--- config.mk ---
export PLATFORM = sky130hd
export DESIGN_NAME = pipelined_addsub
export DESIGN_NICKNAME = d
export VERILOG_FILES = /design/src/rtl/pipelined_addsub.sv
export SDC_FILE = /design/constraint.sdc
export NUM_CORES = 1
export LEC_CHECK = 0
export ABC_AREA = 1
export CORE_ASPECT_RATIO = 1.75
export CORE_MARGIN = 1.5
export CORE_UTILIZATION = 30
export CTS_BUF_LIST = sky130_fd_sc_hd__clkbuf_8 sky130_fd_sc_hd__clkbuf_16
export DETAILED_ROUTE_END_ITERATION = 6
export GPL_TIMING_DRIVEN = 0
export MAX_ROUTING_LAYER = met4
export PLACE_DENSITY = 0.55
export SYNTH_ARGS = -nofsm -noshare
export SYNTH_HDL_FRONTEND = slang
export SYNTH_SLANG_ARGS = --single-unit
--- constraint.sdc ---
create_clock -name clk -period 1.8 [get_ports clk]
set_input_delay 0.18 -clock clk [delete_from_list [all_inputs] [get_ports clk]]
set_output_delay 0.18 -clock clk [all_outputs]
set_load 0.02 [all_outputs]
--- src/rtl/pipelined_addsub.sv ---
// Pipelined N-bit adder/subtractor. The carry chain is cut into S slices with one register
// stage per slice, and a global valid/ready stall gives full downstream backpressure.
module pipelined_addsub #(
  parameter int N = 8,
  parameter int S = 2
) (
  input  logic         clk,
  input  logic         rst_n,
  input  logic         in_valid,
  output logic         in_ready,
  input  logic [N-1:0] X,
  input  logic [N-1:0] Y,
  input  logic         C_in,
  input  logic         sub,
  output logic         out_valid,
  input  logic         out_ready,
  output logic [N-1:0] Z,
  output logic         C_out,
  output logic         V
);

  localparam int W = N / S;

  logic [S-1:0] valid_q;
  logic [S-1:0] valid_d;
  logic [S-1:0] carry_q;
  logic [S-1:0] carry_d;
  logic [N-1:0] opA_q [S];
  logic [N-1:0] opA_d [S];
  logic [N-1:0] opB_q [S];
  logic [N-1:0] opB_d [S];
  logic [N-1:0] res_q [S];
  logic [N-1:0] res_d [S];
  logic         ovf_q;
  logic         ovf_d;

  logic [S-1:0] carryIn;
  logic [N-1:0] resIn [S];
  logic [W:0]   sliceSum;
  logic         msbCarryIn;
  logic         adv;

  assign adv      = !(out_valid && !out_ready);
  assign in_ready = adv;

  // Stage inputs: stage 0 takes the operands directly, later stages take the skew/de-skew registers
  // of the stage before. Subtract feeds ~Y with a forced carry-in so it is X + ~Y + 1.
  always_comb begin
    valid_d    = '0;
    carryIn    = '0;
    valid_d[0] = in_valid;
    opA_d[0]   = X;
    opB_d[0]   = sub ? ~Y : Y;
    carryIn[0] = sub | C_in;
    resIn[0]   = '0;
    for (int k = 1; k < S; k++) begin
      valid_d[k] = valid_q[k-1];
      opA_d[k]   = opA_q[k-1];
      opB_d[k]   = opB_q[k-1];
      carryIn[k] = carry_q[k-1];
      resIn[k]   = res_q[k-1];
    end
  end

  always_comb begin
    sliceSum   = '0;
    carry_d    = '0;
    for (int k = 0; k < S; k++) begin
      sliceSum = {1'b0, opA_d[k][k*W +: W]} + {1'b0, opB_d[k][k*W +: W]}
               + {{W{1'b0}}, carryIn[k]};
      res_d[k] = resIn[k];
      res_d[k][k*W +: W] = sliceSum[W-1:0];
      carry_d[k] = sliceSum[W];
    end
    // The carry into the MSB is recovered from the MSB sum bit and its two operand bits.
    msbCarryIn = opA_d[S-1][N-1] ^ opB_d[S-1][N-1] ^ res_d[S-1][N-1];
    ovf_d      = msbCarryIn ^ carry_d[S-1];
  end

  always_ff @(posedge clk or negedge rst_n) begin
    if (!rst_n) begin
      valid_q <= '0;
      carry_q <= '0;
      ovf_q   <= 1'b0;
      for (int k = 0; k < S; k++) begin
        opA_q[k] <= '0;
        opB_q[k] <= '0;
        res_q[k] <= '0;
      end
    end else if (adv) begin
      valid_q <= valid_d;
      carry_q <= carry_d;
      ovf_q   <= ovf_d;
      for (int k = 0; k < S; k++) begin
        opA_q[k] <= opA_d[k];
        opB_q[k] <= opB_d[k];
        res_q[k] <= res_d[k];
      end
    end
  end

  assign out_valid = valid_q[S-1];
  assign Z         = res_q[S-1];
  assign C_out     = carry_q[S-1];
  assign V         = ovf_q;

endmodule
==> impl_metrics.tcl <==
set metrics [dict create \
    status "complete, no violations" \
    wl_met3_um 77 \
    clk_latency_ns 0.26 \
    cts_buffer_depth 2 \
    max_slew_margin_pct 26.9 \
    cts-htree-levels 1 \
    setup_viol 0 \
    die_w_um 54.0 \
    rsz0062_at_grt "no" \
    tns_ns 0 \
    fillers 468 \
    areaGrowthSynthToFinish_pct 32.1 \
    design_area_sq_mm 0.00180 \
    vias 1094 \
    crit_arrival_ns 1.87 \
    pin_count 34 \
    worstSetupEndpointType "register" \
    post_dp_cell_area_sq_mm 0.00175 \
    cts_made_buffers 3 \
    path_class "input port to register" \
    synth_top_cell_by_area "dfrtp_1" \
    synthCells 154 \
    grt_first_pass_wirelength_um 5030 \
    wl_met1_um 1070 \
    finalWeightedCongestion 0.749 \
    via_per_inst 4.54 \
    coreArea_sq_mm 0.00440 \
    min_period_ns 1.71 \
    netlist_top_cells_area "dfrtp_1, nand2_1, fa_1" \
    dr.pass1.iters 4 \
    drt_iter0_drc 10 \
    vdd_drop_max_mv 0.389 \
    path_max_fanout 2 \
    place_inst 237 \
    power.density_mw_per_mm2 1070 \
    wl_met2_um 1600 \
    fin_crit_sh_pct 95.1 \
    grt_pass1_vias 1205 \
    final_cells 241 \
    grt_start_max_net_pins 26 \
    drv_cap 0 \
    wl_per_cell_um 11.7 \
    drive_gt1_share_pct 10.0 \
    start_kind "input port" \
    dieArea_sq_mm 0.00498 \
    rows 32 \
    synth.distinct_cells 21 \
    grt_usage_pct 14.0 \
    gr-total-overflow 0 \
    worstHoldPathType "input port to register" \
    syn_area_per_cell_sq_um 8.86 \
    ys_seq_area_share_pct 45.8 \
    required_ns 1.95 \
    cts_tree "done" \
    cpMaxStageDelayCell "clkdlybuf4s50_1" \
    io_buffers 32 \
    clock_skew_ns 0.00103 \
    nNetsFinal 223 \
    ctsHoldBuffers 0 \
    postRouteAntennaNets 0 \
    async_reset_ff_share_pct 100 \
    ys.flop_type "dfrtp_1" \
    clkSinkCount 25 \
    drt_wl_total_um 2830 \
    synth_area_sq_mm 0.00137 \
    synth_top_area_share_pct 45.8 \
    synth.top_cells.by_count "nand2_1, dfrtp_1, inv_1" \
    crit_chain "clkdlybuf4s50_1 -> or2_2 -> fa_2 -> fa_2 -> nand2_2 -> inv_1 -> o21ai_1 -> a21oi_1" \
    synth_fp_nets 186 \
    tightest_slew_ns 1.09 \
    final_core_utilization_pct 40.9 \
    hpwl_um 2240 \
    crit_top_cell "fa_2" \
    hold_violations 0 \
    maxSlewViolCount 0 \
    synth-seq-cells 25 \
    clk_pin_slew_ns 0.08 \
    p_total_mw 1.93 \
    p_leak_nw 0.866 \
    max_stage_delay_ns 0.39 \
    top_layer_used "met4" \
    die_h_um 92.2 \
    synth_enable_flop_cells 0 \
    start_util_pct 31.0 \
    ys_warn_count 0 \
    antenna_found_initial 0 \
    root_buffer "clkbuf_8" \
    fmax_mhz 584 \
    antenna_cells 0 \
    yosysMostFrequentCell "nand2_1" \
    drc_errors 0 \
]
## per-layer routing
metal / track usage [%] / up-vias
met5: - / -
met3: 0.977 / 6
met4: 7.92 / 0
li1: - / 550
met2: 25.0 / 18
met1: 14.2 / 520
## cells in the final DEF, fill, tap and decap left out, drive strengths merged
| cell type | n |
|---|---|
| o21ai | 14 |
| inv | 15 |
| ha | 6 |
| nand3 | 8 |
| xor2 | 4 |
| buf | 6 |
| nor2 | 8 |
| dfrtp | 25 |
| fa | 4 |
| o22ai | 1 |
| a21oi | 2 |
| or2 | 4 |
| nand2 | 54 |
| clkbuf | 3 |
| xnor2 | 4 |
| clkdlybuf4s50 | 31 |
| dlygate4sd2 | 1 |
## worst max-delay path, delay by kind of cell
family,cells,cell delay [ns]
adder cells (fa/ha/maj),2,0.72
AO/OA/AOI/OAI,2,0.18
buffers and inverters,2,0.43
AND/OR/NAND/NOR,2,0.35
## flip-flops by register name, summed over array words and instances, names as in the netlist
register  count
Z             8
opA_d         4
opB_d         4
resIn         4
carry_q       2
valid_q       2
V             1
## cell families (layout without fill, tap and decap cells)
group / after synthesis / count (layout) / share of synthesized area, %
AND/OR/NAND/NOR: 74 / 74 / 22.0
flip-flops: 25 / 25 / 45.8
buffers and inverters: 20 / 56 / 9.07
AO/OA/AOI/OAI: 17 / 17 / 6.60
adder cells (fa/ha/maj): 10 / 10 / 11.4
XOR/XNOR: 8 / 8 / 5.13
## where the power goes
| group | internal (mW) | switching, mW |
|---|---|---|
| sequential | 0.709 | 0.0814 |
| combinational | 0.387 | 0.433 |
| clock | 0.152 | 0.166 |
## area by class of cell
class	instances	area, sq um	share of cell area [%]
Inverter	14	52.6	2.91
Buffer	6	71.3	3.96
Multi-Input combinational cell	109	626	34.7
Sequential cell	25	626	34.7
Tap cell	51	63.8	3.54
Timing Repair Buffer	32	319	17.7
Clock inverter	1	3.75	0.208
Clock buffer	3	41.3	2.29
## metrics by stage
| step | worst slack [ns] | hold slack (ns) |
|---|---|---|
| after floorplan | 0.00374 | -0.116 |
| after global placement | -0.291 | 0.443 |
| after detailed placement | -0.303 | 0.458 |
| after CTS | 0.0330 | 0.324 |
| after global routing | 0.0133 | 0.358 |
| final | 0.0885 | 0.324 |
## what timing repair did
item                                    CTS  global route
buffers inserted                          0             0
endpoints found under the hold margin     0             0
endpoints found under the setup margin    2             3
gates resized for setup                   2             3
## final timing paths
path	from	endpoint	slack, ns	cells after the start
max	C_in	carry_q[0]	0.09	8
min in group asynchronous	rst_n	Z[0]	0.50	1
min	sub	opB_d[7]	0.32	3
max in group asynchronous	rst_n	Z[6]	0.64	1
max reg2reg	opA_d[4]	V	0.16	10
min reg2reg	valid_q[0]	valid_q[1]	0.48	2
(Power assumes the default switching activity.)
